## src/rtl/activation_pipe.sv

```systemverilog
// Pipelined activation unit: sigmoid / tanh / ReLU / identity per sample, 3-stage valid/ready pipe.
// Define ACTIVATION_INTERP_EN to interpolate linearly between adjacent sigmoid LUT entries.
module activation_pipe #(
  parameter int unsigned       DATA_W     = 16,
  parameter int unsigned       FRAC_W     = 8,
  parameter int unsigned       LUT_ADDR_W = 6,
  parameter logic [DATA_W-1:0] SAT_LIMIT  = 16'h600
) (
  input  logic              clk,
  input  logic              rst,
  input  logic              in_valid,
  output logic              in_ready,
  input  logic [DATA_W-1:0] in_data,
  input  logic [1:0]        in_mode,
  output logic              out_valid,
  input  logic              out_ready,
  output logic [DATA_W-1:0] out_data
);

  localparam int unsigned LUT_DEPTH = 1 << LUT_ADDR_W;
  localparam int unsigned LUT_W     = FRAC_W + 1;
  localparam int unsigned S_W       = FRAC_W + 2;
  localparam int unsigned ABS_W     = DATA_W + 1;
  localparam int unsigned MAG_W     = DATA_W + 2;
`ifdef ACTIVATION_INTERP_EN
  localparam int unsigned FRAC_LO_W = FRAC_W + 3 - LUT_ADDR_W;
  localparam int unsigned PROD_W    = S_W + FRAC_LO_W + 1;
`endif
  localparam logic [S_W-1:0]    ONE_S = S_W'(1) << FRAC_W;
  localparam logic [DATA_W-1:0] ONE_D = DATA_W'(1) << FRAC_W;

  typedef enum logic [1:0] {
    MODE_SIGMOID = 2'b00,
    MODE_TANH    = 2'b01,
    MODE_RELU    = 2'b10,
    MODE_IDENT   = 2'b11
  } mode_e;

  // round(2^FRAC_W * sigmoid(k*step)) via integer exp series (Q32), evaluated at elaboration
  function automatic int unsigned sigmoid_entry(input int unsigned k);
    longint unsigned term;
    longint unsigned e_pos;
    longint unsigned den;
    term  = 64'd1 << 32;
    e_pos = term;
    for (int n = 1; n < 48; n++) begin
      term  = (term * 64'(k)) / (64'(n) << (LUT_ADDR_W - 3));
      e_pos = e_pos + term;
    end
    den = e_pos + (64'd1 << 32);
    return 32'(((e_pos << (FRAC_W + 1)) + den) / (den << 1));
  endfunction

  logic [LUT_W-1:0] lut [LUT_DEPTH];
  for (genvar k = 0; k < LUT_DEPTH; k++) begin : g_lut
    localparam logic [LUT_W-1:0] ENTRY = LUT_W'(sigmoid_entry(k));
    assign lut[k] = ENTRY;
  end

  logic adv;
  assign adv      = out_ready | ~out_valid;
  assign in_ready = adv;

  logic                  v1, v2;
  logic [DATA_W-1:0]     x1, x2;
  mode_e                 mode1, mode2;
  logic                  sign1, sign2, sat1, sat2;
  logic [LUT_ADDR_W-1:0] addr1;
  logic [LUT_W-1:0]      lut_a2;
`ifdef ACTIVATION_INTERP_EN
  logic [FRAC_LO_W-1:0]  frac1, frac2;
  logic [LUT_ADDR_W-1:0] addr_nx_c;
  logic [LUT_W-1:0]      lut_b2;
  assign addr_nx_c = (addr1 == '1) ? addr1 : addr1 + LUT_ADDR_W'(1);
`endif

  // Magnitude (doubled for tanh); widened so |most-negative| and doubling cannot wrap
  logic [ABS_W-1:0] abs_c;
  logic [MAG_W-1:0] mag_c;
  logic             sat_c;
  always_comb begin
    abs_c = in_data[DATA_W-1] ? ABS_W'(0) - {in_data[DATA_W-1], in_data} : {1'b0, in_data};
    mag_c = (mode_e'(in_mode) == MODE_TANH) ? {abs_c, 1'b0} : {1'b0, abs_c};
    sat_c = mag_c > MAG_W'(SAT_LIMIT);
  end

  logic [S_W-1:0]    s_c, s_eff_c;
  logic [DATA_W-1:0] sig_c, t_c, res_c;
`ifdef ACTIVATION_INTERP_EN
  logic signed [S_W-1:0]    diff_c;
  logic signed [PROD_W-1:0] prod_c;
`endif
  always_comb begin
`ifdef ACTIVATION_INTERP_EN
    diff_c = signed'({1'b0, lut_b2}) - signed'({1'b0, lut_a2});
    prod_c = PROD_W'(diff_c) * PROD_W'(signed'({1'b0, frac2}));
    s_c    = S_W'(lut_a2) + S_W'(prod_c >>> FRAC_LO_W);
`else
    s_c    = S_W'(lut_a2);
`endif
    s_eff_c = sat2 ? ONE_S : s_c;
    sig_c   = DATA_W'(s_eff_c);
    t_c     = (sig_c << 1) - ONE_D;
    res_c   = x2;
    case (mode2)
      MODE_SIGMOID: res_c = sign2 ? ONE_D - sig_c : sig_c;
      MODE_TANH:    res_c = sign2 ? DATA_W'(0) - t_c : t_c;
      MODE_RELU:    res_c = sign2 ? DATA_W'(0) : x2;
      default:      res_c = x2;
    endcase
  end

  // All three stages advance together; a stall freezes the whole pipe
  always_ff @(posedge clk) begin
    if (rst) begin
      v1        <= 1'b0;
      v2        <= 1'b0;
      out_valid <= 1'b0;
      out_data  <= '0;
      x1        <= '0;
      x2        <= '0;
      mode1     <= MODE_SIGMOID;
      mode2     <= MODE_SIGMOID;
      sign1     <= 1'b0;
      sign2     <= 1'b0;
      sat1      <= 1'b0;
      sat2      <= 1'b0;
      addr1     <= '0;
      lut_a2    <= '0;
`ifdef ACTIVATION_INTERP_EN
      frac1     <= '0;
      frac2     <= '0;
      lut_b2    <= '0;
`endif
    end else if (adv) begin
      v1        <= in_valid;
      x1        <= in_data;
      mode1     <= mode_e'(in_mode);
      sign1     <= in_data[DATA_W-1];
      sat1      <= sat_c;
      addr1     <= mag_c[FRAC_W+2 -: LUT_ADDR_W];
      v2        <= v1;
      x2        <= x1;
      mode2     <= mode1;
      sign2     <= sign1;
      sat2      <= sat1;
      lut_a2    <= lut[addr1];
`ifdef ACTIVATION_INTERP_EN
      frac1     <= mag_c[FRAC_LO_W-1:0];
      frac2     <= frac1;
      lut_b2    <= lut[addr_nx_c];
`endif
      out_valid <= v2;
      out_data  <= res_c;
    end
  end

endmodule

```

## config.mk

```make
export PLATFORM = sky130hd
export DESIGN_NAME = activation_pipe
export DESIGN_NICKNAME = d
export VERILOG_FILES = /design/src/rtl/activation_pipe.sv
export SDC_FILE = /design/constraint.sdc
export NUM_CORES = 1
export LEC_CHECK = 0
export CAP_MARGIN = 0
export CORE_MARGIN = 8
export CORE_UTILIZATION = 55
export DETAILED_ROUTE_END_ITERATION = 6
export HOLD_SLACK_MARGIN = 0.12
export PLACE_DENSITY = 0.77
export SYNTH_ARGS = -nofsm -noshare
export SYNTH_HDL_FRONTEND = slang
export SYNTH_SLANG_ARGS = --single-unit
```

## constraint.sdc

```tcl
create_clock -name clk -period 5.3 [get_ports clk]
set_input_delay 0.53 -clock clk [delete_from_list [all_inputs] [get_ports clk]]
set_output_delay 0.53 -clock clk [all_outputs]
set_load 0.02 [all_outputs]
```

# Yosys cells after proc, flatten, opt, wreduce, memory -nomap -nowiden
# Memory sizes are Yosys's and may differ from the RTL's. A register that Yosys moved wholly into a read port is not among the register bits.
# Index checks and enable logic that the tools add are counted.
# totals
mem_bits_ro,576
regBits,65
n_memories,1
wordCells,33
input_bits,22
# memory_table
name,words,word_bits,rd,rd_ports_with_merged_regs,wr,line_no,text
(name not given),64,9,1,1,0,147,lut_a2 <= lut[addr1];
# op_classes
n_eq_ne,3
bitwise,3
n_lt_le_gt_ge,1
mux,7
n_reduce_logical,1
add_sub_neg,4
# ops
cell,count
$mux W16,3
$pmux W16 S3,1
$gt A18 B11 Y1 const B,1
$mux W18,1
$mux W17,1
$sub A1 B16 Y17 const A,1
$sub A1 B11 Y12 const A,1
$sub A10 B9 Y11 const B,1
$sub A9 B9 Y10 const A,1
$mux W9,1
$not A6 Y7,1
$eq A2 B1 Y1 const B,2
$eq A2 B2 Y1 const B,1
$logic_not A2 Y1,1
$not A1 Y1,1
$or A1 B1 Y1,1

# Longest topological paths before layout
# logic_depth
word_depth,5
depth_mapped,10

# Least setup slack after synthesis
# Ideal clock, no wire load.
# synth_timing
path_kind,in2reg
from,input port in_data[0]
to,register sat1
path_slack_ns,2.989
setup_time_ns,0.092
cell_stages,8
arrival_ns,2.218
path_cell_list,inv_1 ha_1 or3b_2 or3_1 a2111oi_0 a2111oi_0 o211a_1 o32ai_1
# synth_via
elab_chain_cells,4
# synth_rtl
element,line_no,text
"start, declared",13,"input logic [DATA_W-1:0] in_data,"
$sub A1 B16 Y17,82,"abs_c = in_data[DATA_W-1] ? ABS_W'(0) - {in_data[DATA_W-1], in_data} : {1'b0, in_data};"
$mux W17 (*),82,
$mux W18 (*),83,"mag_c = (mode_e'(in_mode) == MODE_TANH) ? {abs_c, 1'b0} : {1'b0, abs_c};"
$gt A18 B11 Y1 (*),84,sat_c = mag_c > MAG_W'(SAT_LIMIT);
"end signal, assigned",140,sat1 <= sat_c;
"end, declared",67,"logic sign1, sign2, sat1, sat2;"
# Every way passes the cells marked *; elsewhere a longest branch is shown, timed or not.
# A chain may end at the register's enable or synchronous reset.

# Final worst setup path
# layout_timing
from,input port out_ready
to,output port in_ready
# layout_via
elab_chain_cells,1
# layout_rtl
element,line_no,text
"start, declared",16,"input logic out_ready,"
$or A1 B1 Y1,61,assign adv = out_ready | ~out_valid;
"end, declared",12,"output logic in_ready,"
# Every way passes these cells.

==> results.tsv <==
metric	value	unit
internal-power	880	uW
fin_crit_sh	57.5	%
grt.busiest_layer	met2	
hold_viol_final	0	
finalSetupViolCount	0	
finalSetupTns	0	ps
finalCriticalPeriod	3050	ps
netlist_area	4150	um^2
core_area	7290	um^2
overflow	0	
viasPerCell	5.93	
die_w	103	um
tightest_slew	992	ps
drtPass1Iterations	5	
ctsResizeCount	0	
cts_hold_buf	0	
cap_viol_max_count	0	
syn_area_per_cell	7.54	um^2
synth_top_cell_area_share	34.8	%
p_sw	435	uW
gr-usage-met3	5.54	%
cts_tree	built	
rows	31	
synth-edff-count	0	
status	finished, final reports clean	
use_met2	32.3	%
numCtsBuffers	9	
synthArstFlopShare	0	%
grtUsageMet1	26.4	%
p_sw_share	33.1	%
fin_nets	590	
clockBufferDepth	2	
p_per_area	282	nW/um^2
peakVddDrop	0.000182	V
p_comb_share	20.6	%
critPathArrivalTime	2520	ps
hold_path.class	reg2reg	
r2r_start	sat2	
drv_slew	0	
power.leakage	1.73	nW
worstSetupPathType	in2out	
path_clk_slew	80	ps
startpoint_type	input pin	
rsz0062_at_grt	no	
ys_seq_area_share	34.8	%
crit_path_max_fanout	64	
min_from	x1[10]	
post_cts_buffers	0	
synthTopCellsByCount	nand2_1, dfxtp_1, a21oi_1	
routabilityCongestion	0.867	
ys_ff_latch	72	
yosysWarnings	0	
ys_types	65	
synthTopCellsByArea	dfxtp_1, nand2_1, a21oi_1	
hpwl	7180	um
grt_pass1_vias	3542	
fmax	328	MHz
start_util	56.9	%
grt_usage	20.2	%
synth_ff_type	dfxtp_1	
die-area	10600	um^2
power_frac_clock	31.3	%
slew_headroom	32.1	%
postRouteAntennaNets	0	
drtIter0Drc	290	
totalPowerFinal	1.32	mW
synth_nets	584	
routedWlPerCell	15.4	um
cp-end-kind	output port	
numClockSinks	72	
root_buffer	clkbuf_8	
synth_top_area_cell	dfxtp_1	
seqPwrFrac	48.1	%
synth.most_common_cell	nand2_1	
drc	0	
grt_pass1_wl	17100	um
design.portCount	40	
grt_start_max_net_pins	65	
crit_required	4770	ps
grt_antenna_before_repair	0	
h-tree-depth	3	
wl	10200	um
insertedDiodeCount	0	
drive_above_1_share	6.24	%
portBuffers	39	
vias	3917	
finClkSkew	8.75	ps
netlist_instances	550	
insertion_delay	350	ps
chipHeight	103	um
post-route-util	63.9	%
synthToLayoutAreaGrowth	12.4	%
crit_start	out_ready	
layout make-up:
cell class                      count  area [um^2]
Clock buffer                        9          124
Clock inverter                      7         62.6
Fill cell                         667         2630
Inverter                           13         48.8
Multi-Input combinational cell    418         2450
Sequential cell                    72         1440
Tap cell                           99          124
Timing Repair Buffer               42          408
per-layer routing:
layer / up-vias / wire (um)
li1: 1958 / -
met1: 1827 / 4660
met2: 122 / 4830
met3: 10 / 553
met4: 0 / 115
met5: - / 0
registers in the layout, indices dropped and copies added (netlist names):
name	count
sat1	1
lut_a2	9
v2	1
sat2	1
v1	1
addr1	6
mode1	2
mode2	2
x2	16
x1	16
out_data	16
out_valid	1
critical path, cell delays in order:
cell and delay, ps:
clkdlybuf4s50_1 440, nor2b_4 110, buf_4 500, inv_2 300, clkdlybuf4s50_1 620
cell families (layout without fill, tap and decap cells):
logic type / count (synthesis) / count (layout) / share of synthesized area, %
buffers and inverters: 60 / 71 / 6.28
muxes: 7 / 7 / 2.05
adders and majority gates: 12 / 12 / 3.62
xor gates and xnor gates: 13 / 13 / 2.75
AOI/OAI and AO/OA: 160 / 160 / 25.8
DFF: 72 / 72 / 34.8
and+or+nand+nor: 226 / 226 / 24.7
stage by stage:
step	hold WS [ps]	cells	instance area (um^2)	setup WS, ps
finish	456	660	4660	2250
global route	476	660	4660	2070
CTS	459	660	4660	2230
detailed placement	447	644	4470	2150
global placement	439	644	4470	2230
floorplan	431	550	4150	2990
cell usage in the layout (no fill, tap or decap), types with 6 or more instances in the layout:
master | Yosys | layout
o211ai_1 | 10 | 10
nand2_1 | 116 | 116
clkbuf_8 | 0 | 9
a2111oi_0 | 6 | 6
inv_1 | 13 | 12
a21oi_1 | 62 | 62
nor3_1 | 14 | 14
nor2_1 | 44 | 44
ha_1 | 12 | 12
xnor2_1 | 8 | 8
nand2b_1 | 7 | 7
clkdlybuf4s50_1 | 0 | 38
dfxtp_1 | 72 | 72
o21ai_0 | 26 | 26
nand3_1 | 7 | 7
a211oi_1 | 18 | 18
power groups by stage:
stage	sequential [mW]	clock, mW	combinational, mW
floorplan	0.627	0	0.202
global placement	0.643	0	0.266
detailed placement	0.644	0	0.269
CTS	0.631	0.416	0.271
global route	0.640	0.450	0.301
finish	0.633	0.411	0.271
path summary, 6_finish.rpt:
path                  endpoint  slack [ps]  depth (start not counted)
setup / recovery      in_ready        2250                          5
hold / removal          x1[10]         460                          2
setup reg to reg  out_data[10]        2660                         10
hold reg to reg         x1[10]         460                          2
Power figures use the tool's default switching activity.
